===== src/rtl/hazard_ctrl.sv =====
// hazard_ctrl: pipeline hazard controller producing per-stage flush/stall (ports: clk, reset, d_rs, d_rt, e_rt, e_mem_to_reg, e_branch_taken, f_req, i_data_ok, m_req, d_data_ok -> hazard, stall_cycles when HAZARD_PERF_CNT_EN is defined)
package hazard_ctrl_pkg;
  typedef logic [4:0] creg_addr_t;
  typedef struct packed {
    logic flush;
    logic stall;
  } stage_ctl_t;
  typedef struct packed {
    stage_ctl_t fetch;
    stage_ctl_t decode;
    stage_ctl_t execute;
    stage_ctl_t memory;
  } hazard_data_t;
endpackage

module hazard_ctrl
  import hazard_ctrl_pkg::*;
(
  input  logic         clk,
  input  logic         reset,
  input  creg_addr_t   d_rs,
  input  creg_addr_t   d_rt,
  input  creg_addr_t   e_rt,
  input  logic         e_mem_to_reg,
  input  logic         e_branch_taken,
  input  logic         f_req,
  input  logic         i_data_ok,
  input  logic         m_req,
  input  logic         d_data_ok,
`ifdef HAZARD_PERF_CNT_EN
  output logic [31:0]  stall_cycles,
`endif
  output hazard_data_t hazard
);
  typedef enum logic [1:0] {INIT, RUN, DROP} state_t;
  state_t state, state_nxt;
  logic dmem_wait, imem_wait, load_use;
  assign dmem_wait = m_req && !d_data_ok;
  assign imem_wait = f_req && !i_data_ok;
  assign load_use  = e_mem_to_reg && e_rt != '0 && (e_rt == d_rs || e_rt == d_rt);
  function automatic hazard_data_t hz(input logic [3:0] f, input logic [3:0] s);
    hz = '{fetch: '{f[3], s[3]}, decode: '{f[2], s[2]}, execute: '{f[1], s[1]}, memory: '{f[0], s[0]}};
  endfunction
  always_ff @(posedge clk)
    if (reset) state <= INIT;
    else       state <= state_nxt;
  // Any encoding other than RUN/DROP behaves as INIT so the FSM always recovers.
  always_comb begin
    state_nxt = state;
    hazard    = hz(4'b0000, 4'b0000);
    if (reset || (state != RUN && state != DROP)) begin
      hazard    = hz(4'b1111, 4'b0000);
      state_nxt = RUN;
    end else if (dmem_wait) begin
      hazard    = hz(4'b0000, 4'b1111);
      state_nxt = (state == DROP && i_data_ok) ? RUN : state;
    end else if (state == DROP) begin
      hazard    = hz(4'b0100, 4'b1000);
      state_nxt = i_data_ok ? RUN : DROP;
    end else if (e_branch_taken) begin
      hazard    = hz(4'b0110, 4'b0000);
      state_nxt = imem_wait ? DROP : RUN;
    end else if (imem_wait) begin
      hazard    = hz(4'b0100, 4'b1000);
    end else if (load_use) begin
      hazard    = hz(4'b0010, 4'b1100);
    end
  end
`ifdef HAZARD_PERF_CNT_EN
  always_ff @(posedge clk)
    if (reset) stall_cycles <= '0;
    else if (hazard.fetch.stall && stall_cycles != 32'hFFFF_FFFF) stall_cycles <= stall_cycles + 32'd1;
`endif
endmodule


===== config.mk =====
export PLATFORM = sky130hd
export DESIGN_NAME = hazard_ctrl
export DESIGN_NICKNAME = d
export VERILOG_FILES = /design/src/rtl/hazard_ctrl.sv
export SDC_FILE = /design/constraint.sdc
export NUM_CORES = 1
export LEC_CHECK = 0
export ABC_AREA = 1
export CORE_AREA = 2 2 39 41
export DETAILED_ROUTE_END_ITERATION = 12
export DIE_AREA = 0 0 41 43
export PLACE_DENSITY = 0.75
export RECOVER_POWER = 100
export SLEW_MARGIN = 30
export SYNTH_ARGS = -nofsm -noshare
export SYNTH_HDL_FRONTEND = slang
export SYNTH_SLANG_ARGS = --single-unit

===== constraint.sdc =====
create_clock -name clk -period 2.81 [get_ports clk]
set_input_delay 0.843 -clock clk [delete_from_list [all_inputs] [get_ports clk]]
set_output_delay 0.843 -clock clk [all_outputs]
set_load 0.005 [all_outputs]

Yosys cells after proc, flatten, opt, wreduce, memory -nomap -nowiden
Cells that the tools add are included.
{ "totals": {"register_bits": 2, "latchBits": 0, "ram_bits": 0, "romBits": 0, "output_inout_bits": 8, "word_cells": 38, "memories": 0} }
{ "classes": {"add_sub_neg": 0, "n_mul": 0, "div": 0, "order_cmp": 0, "eq_ne": 7, "n_shift": 0, "muxes": 13, "bitwise": 0, "n_reduce_logical": 16} }
{ "ops": {"columns": ["cell", "n"], "rows": [
  ["7-bit 2-to-1 mux", 5],
  ["2-bit 2-to-1 mux", 6],
  ["5-bit equality test", 2],
  ["8-bit 2-to-1 mux", 1],
  ["1-bit logical AND", 6],
  ["5-bit nonzero test", 1],
  ["2-bit by 1-bit != test with 1-bit output (second input constant)", 2],
  ["2-bit AND reduction", 2],
  ["4-bit nonzero test", 1],
  ["3-bit by 1-bit != test with 1-bit output (second input constant)", 1],
  ["3-bit nonzero test", 1],
  ["2-bit equality test (second input constant)", 1],
  ["1-bit zero test", 2],
  ["1-bit logical OR", 2],
  ["2-bit != test (second input constant)", 1],
  ["2-bit OR reduction", 1],
  ["1-bit 2-to-1 mux", 1]
]} }

Longest topological paths before layout
Gate-level depths: netlist of run 1.
{ "depth": {"ltp_word": 9, "ltp_mapped": 10, "mapped_depth_nobuf": 10} }

Least setup slack after synthesis of run 1
No wires, ideal clock.
{ "synth_path": {"path_type": "in2out", "start": "input reset", "end": "output hazard[4] (netlist bit)", "arrival_time_ns": 1.521, "path_slack_ns": 0.446, "path_stages": 5, "path_buffers": 0, "path_cell_list": "nor2_1 inv_1 nor2_2 a31oi_1 a21oi_1"} }
{ "synth_rtl": {"columns": ["element", "line_no", "rtl"], "rows": [
  ["start, declared", "20", "input logic reset,"],
  ["end, declared", "33", "output hazard_data_t hazard"]
]} }

==> impl_metrics.toml, run 1 <==
[run_status]
outcome = "completed"

[logic_synthesis]
synth_nets = 110
yosysWarningCount = 0
synth-compound-area-share = 0.142
synthDistinctLibCells = 19
synth_top_family_by_area = "simple AND/OR/NAND/NOR gates"
synth.top_cell.area_share = 0.264
syn_area_um2 = 413
synth_top_cell_by_area = "nand2_1"
postSynthAreaPerCell_um2 = 4.80
ys_top_cells_by_area = "nand2_1 26%, inv_1 17%, nor2_1 10%, dfxtp_1 9.7%, xnor2_1 4.2%"
ys_seq_area_frac = 0.0970
synth-seq-cells = 2
muxShareOfSynthArea = 0
synth-simple-area-share = 0.433
synth_fa_ha_area_frac = 0.0303
synth_cells = 86
synth_xor_area_frac = 0.0424

[finish]
fin_area_um2 = 746
drive_above_1_share = 0.250
nets = 150
reg_top3 = "state: 2 flops"
areaGrowthSynthToFinish_pct = 80.6
regMostFlops = "state"
fin_cells = 140
antennaDiodeCount = 0
largest_reg_flops = 2

[timing]
slew_violations = 0
relSlewSlack = 0.803
fin_crit_sh = 0.980
skew_ns = 0.0000693
timing_worst_slew_pin_value_ns = 0.292
setup_violations = 0
report.final.hold_viol_count = 0
rsz0062_at_grt = "false"
fmax_mhz = 363
finalCriticalPeriod_ns = 2.75

[placement]
dpl.cell_count = 136
io_buffers = 30
gp_congestion = 0.806
placed_area_um2 = 763
dp_hpwl_um = 978

[floorplan]
initial_utilization = 0.298
core_area_mm2 = 0.00138
io-pin-count = 31
die_width_um = 41
die_area_mm2 = 0.00176
row_count = 14
die_height_um = 43

[worst_hold_path]
whs_path_depth = 2
hold_class = "reg2reg"

[job]
maxCapViolations = 0

[critical_path]
path_max_fanout = 4
start_kind = "input port"
arrival_ns = 1.91
endpoint_kind = "output port"
critPathKind = "in2out"
r2r_cells = 7
required_ns = 1.97

[drt]
viasPerCell = 4.10
drc_errors = 0
drtPass1Iterations = 4
drt_first_iter_violations = 6
drt-total-wl_um = 1120
wire_per_inst_um = 8.02
ant_nets = 0
vias = 574

[clocking]
ctsHoldBuffers = 0
cts_max_level = 1
clk_path_buf_depth = 2
root_buffer = "clkbuf_4"
insertion_delay_ns = 0.21
cts_buffers = 3
clock_sinks = 2
cts_tree = "built"
path_clk_slew_ns = 0.03

[global_routing]
grt_pass1_wl_um = 1800
grt-ovfl-total = 0
grt_start_max_net_pins = 5
antenna_found_initial = 0
grt_pass1_vias = 499
grt_util_all_layers = 0.138

[pwr]
leakage_nw = 0.445
ir_worst_vdd_mv = 0.292
power_uw = 176
power.density_mw_per_mm2 = 235
## critical path: stages
cell and delay [ns]:
dlygate4sd2_1 0.24, nor2_1 0.12, inv_1 0.09, clkbuf_2 0.15, clkdlybuf4s50_1 0.46
## logic make-up after synthesis
group                    count (synthesis)
adder cells (fa/ha/maj)                  1
XOR/XNOR                                 2
flip-flops                               2
AO/OA/AOI/OAI                           10
AND/OR/NAND/NOR                         45
buffers and inverters                   26
## per-layer routing
metal / part of all wire / global-route usage
met4: 0 / 0.0200
met1: 0.47 / 0.188
met5: 0 / 0
met2: 0.50 / 0.228
met3: 0.027 / 0.0157
## report_power, final
group / internal [mW] / switching (mW)
sequential: 0.0302 / 0.000596
clock: 0.0469 / 0.0131
combinational: 0.0455 / 0.0393
total: 0.123 / 0.0530
## through the flow
step / utilization / hold slack (ns) / worst slack [ns] / TNS (ns)
floorplan: - / 0.447 / 0.446 / 0
CTS: 0.560 / 0.471 / 0.0231 / 0
global route: 0.539 / 0.506 / 0.00151 / 0
detailed placement: 0.552 / 0.467 / -0.624 / -3.06
finish: 0.539 / 0.467 / 0.0575 / 0
global placement: 0.552 / 0.459 / -0.605 / -3.00
## layout by cell type, fill, tap and decap left out, types with 2 or more instances in the layout
master           synthesis  routed
a21oi_1                  3       3
buf_2                    0       6
buf_4                    2       4
clkbuf_2                 0       6
clkbuf_4                 0       3
clkdlybuf4s15_1          0       5
clkdlybuf4s50_1          0       6
dfxtp_1                  2       2
dlygate4sd2_1            0       7
inv_1                   19      18
inv_2                    4       5
nand2_1                 29      29
nand3_1                  2       2
nor2_1                  11       9
nor2_2                   1       2
o21ai_0                  2       3
xnor2_1                  2       2
## cells in the mapped netlist (all sizes together)
| cell type | n |
|---|---|
| clkinv | 1 |
| inv | 23 |
| nand4 | 1 |
| xnor2 | 2 |
| nor2 | 12 |
| nand2 | 30 |
| a21oi | 4 |
| ha | 1 |
| buf | 2 |
| nand3 | 2 |
| o21ai | 4 |
| a31oi | 1 |
| dfxtp | 2 |
| o2111ai | 1 |
## what timing repair did
action,CTS,global route
gates resized for setup,49,16
cloned,0,0
setup buffers,1,0
endpoints found under the setup margin,8,3
pin swaps,15,13
## final cells by class
cell class,instances,area [µm²]
Timing Repair Buffer,37,289
Tap cell,16,20.0
Clock buffer,3,22.5
Sequential cell,2,40.0
Fill cell,167,638
Inverter,24,90.1
Multi-Input combinational cell,58,284
## final timing paths
path / start / endpoint / slack, ns
hold reg to reg: state[1] / state[1] / 0.47
setup reg to reg: state[0] / state[0] / 1.40
hold / removal: state[1] / state[1] / 0.47
setup / recovery: reset / hazard[1] / 0.06
Power figures use the tool's default switching activity.
==> inputs of run 2 (changes only) <==
Settings changed: MAX_ROUTING_LAYER from default to met4.
==> results of run 2 <==
Same layout as run 1: the final DEF is identical, and so are final timing and power.
Main changes from that run: final weighted congestion in routability-driven placement 0.806 -> 0.817; overall routing resource usage 0.138 -> 0.142
==> inputs of run 3 (changes only) <==
Settings changed: ABC_AREA 1 to default, PLACE_DENSITY 0.75 to 0.67, TNS_END_PERCENT from default to 5.
==> run 3 against run 2 <==
The run now ends with setup timing left. Cell area rose by 11%. Maximum frequency decreased by 4.1%. Clock skew increased by 0.0024 ns. Non-clock buffer count up 7. Largest power group unchanged. First-iteration DRC count fell by 83%. Highest routed layer is now met4. Synthesized cell count decreased by 44%.
==> impl_metrics.toml, run 3 <==
[critical_path]
required_ns = 1.97
start_kind = "input port"
crit_chain = "buf_2, xor2_1, nor3_2, a22oi_2, buf_4, o41ai_4, buf_2"
critPathKind = "in2out"
worst_path_most_repeated_cell = "buf_2"
path_max_fanout = 3
critPathMaxStageDelay_ns = 0.27
endpoint_kind = "output port"
arrival_ns = 2.03
worst_path_max_delay_cell = "o41ai_4"

[global_routing]
grt_pass1_vias = 559
grt_pass1_wl_um = 2000
grt_util_all_layers = 0.167
grt_start_max_net_pins = 7
grt-ovfl-total = 0
antenna_found_initial = 0

[logic_synthesis]
postSynthAreaPerCell_um2 = 7.35
synth_nets = 72
syn_area_um2 = 353
synthTopCellsByCount = "10 x xor2_1, 5 x nor2_1, 4 x o21ai_0, 3 x a21oi_1, 3 x inv_1"
ys_top_cells_by_area = "xor2_1 25%, dfxtp_1 11%, o21ai_0 5.7%, nor2_1 5.3%, a21oi_1 4.3%"
ys_async_sr_fraction = 0
synth.most_common_cell = "xor2_1"
synthDistinctLibCells = 24
synth_ff_type = "dfxtp_1"
synth_cells = 48
synth_edf_count = 0
synth.top_cell.area_share = 0.248
synth_top_cell_by_area = "xor2_1"
yosysWarningCount = 0
ys_seq_area_frac = 0.113
synth-seq-cells = 2

[timing]
relSlewSlack = 0.849
skew_ns = 0.00244
fin_crit_sh = 1.02
finalCriticalPeriod_ns = 2.87
timing_worst_slew_pin_value_ns = 0.224
setup_ws_ns = -0.0589
fin_setup_tns_ns = -0.113
slew_violations = 0
rsz0062_at_grt = "true"
fmax_mhz = 349
report.final.hold_viol_count = 0
setup_violations = 3

[clocking]
clk_path_buf_depth = 2
cts_max_level = 1
insertion_delay_ns = 0.22
clock_sinks = 2
cts_buffers = 3
ctsHoldBuffers = 0
path_clk_slew_ns = 0.03
cts_tree = "built"
root_buffer = "clkbuf_4"

[pwr]
intPower_uw = 147
switching_share = 0.319
clkPwrFrac = 0.289
leakage_nw = 0.428
power_uw = 216
power.density_mw_per_mm2 = 262
power_switching_uw = 68.9
seqPwrFrac = 0.149
share_comb_of_total_power = 0.562
ir_worst_vdd_mv = 0.107

[finish]
regMostFlops = "state"
antennaDiodeCount = 0
nets = 119
reg_top3 = "state: 2 flops"
fin_area_um2 = 826
final_cell_mix = "13 x buf_4, 8 x xor2_1, 6 x clkbuf_2"
largest_reg_flops = 2
drive_above_1_share = 0.484
layout_commonest_cell = "buf_4"
areaGrowthSynthToFinish_pct = 134

[floorplan]
row_count = 14
die_height_um = 43
core_area_mm2 = 0.00138
die_width_um = 41
die_area_mm2 = 0.00176
io-pin-count = 31
initial_utilization = 0.255

[worst_hold_path]
hold_class = "reg2reg"

[drt]
drt_first_iter_violations = 1
drtPass1Iterations = 2
drc_errors = 0
viasPerCell = 4.74
drt-total-wl_um = 1380
ant_nets = 0
vias = 517
wire_per_inst_um = 12.7

[placement]
dp_hpwl_um = 948
placed_area_um2 = 733
gp_congestion = 0.751
io_buffers = 30

[job]
maxCapViolations = 0

[run_status]
outcome = "complete, but fails checks"
violations = "setup timing"
run 3: changes by cell type after synthesis, sizes merged, moves of 2 or more:
cell	previous run	this run
nand2b	0	3
xnor2	2	0
nor3	0	2
o21ai	4	6
nand2	30	1
xor2	0	10
inv	23	3
nand3	2	0
nor2	12	5
run 3: worst paths after layout:
path | from | end | slack (ns) | cells past startpoint
worst max-delay path | e_rt[2] | hazard[6] | -0.06 | 7
worst min-delay path | state[0] | state[0] | 0.53 | 2
worst max register to register | state[0] | state[1] | 1.57 | 5
worst min register to register | state[0] | state[0] | 0.53 | 2
run 3: layout make-up:
| class | count | area, µm² |
|---|---|---|
| Fill cell | 143 | 558 |
| Timing Repair Buffer | 44 | 370 |
| Multi-Input combinational cell | 41 | 362 |
| Sequential cell | 2 | 40.0 |
| Clock buffer | 3 | 22.5 |
| Tap cell | 16 | 20.0 |
| Inverter | 3 | 11.3 |
run 3: metrics by stage:
step	hold WS, ns	utilization	setup slack, ns	instances
CTS	0.539	0.580	-0.128	108
detailed placement	0.532	0.530	-0.750	102
floorplan	0.505	-	0.286	48
finish	0.533	0.597	-0.0589	109
global route	0.562	0.597	-0.144	109
global placement	0.520	0.530	-0.791	102
run 3: power by group through the flow:
stage | combinational, mW | clock (mW) | sequential [mW]
floorplan | 0.0393 | 0 | 0.0323
global placement | 0.107 | 0 | 0.0324
detailed placement | 0.108 | 0 | 0.0326
CTS | 0.113 | 0.0671 | 0.0323
global route | 0.131 | 0.0673 | 0.0325
finish | 0.121 | 0.0625 | 0.0322
run 3: cells by family (layout without fill, tap and decap cells):
group	count (synthesis)	in the layout	share of synthesized area
AOI/OAI and AO/OA	14	14	0.252
buffers and inverters	5	50	0.0745
and+or+nand+nor	16	16	0.277
adders and majority gates	1	1	0.0355
xor gates and xnor gates	10	10	0.248
DFF	2	2	0.113
run 3: routing by layer:
metal / vias up / wire length, µm / part of all wire / GRT usage
met4: 0 / 44 / 0.032 / 0.100
met5: - / 0 / 0 / -
met1: 229 / 441 / 0.32 / 0.133
met2: 29 / 786 / 0.57 / 0.313
li1: 255 / - / - / -
met3: 4 / 110 / 0.080 / 0.0314
run 3: repair_timing:
action / 4_1_cts / 5_1_grt
cloned: 0 / 0
pin swaps: 9 / 14
resized for setup: 59 / 34
setup buffers: 3 / 1
endpoints found under the setup margin: 8 / 6
run 3: critical path, delay by kind of cell:
kind / cells / cell delay, ns
AOI/OAI and AO/OA: 2 / 0.35
xor gates and xnor gates: 1 / 0.16
buffers and inverters: 3 / 0.44
and+or+nand+nor: 1 / 0.23
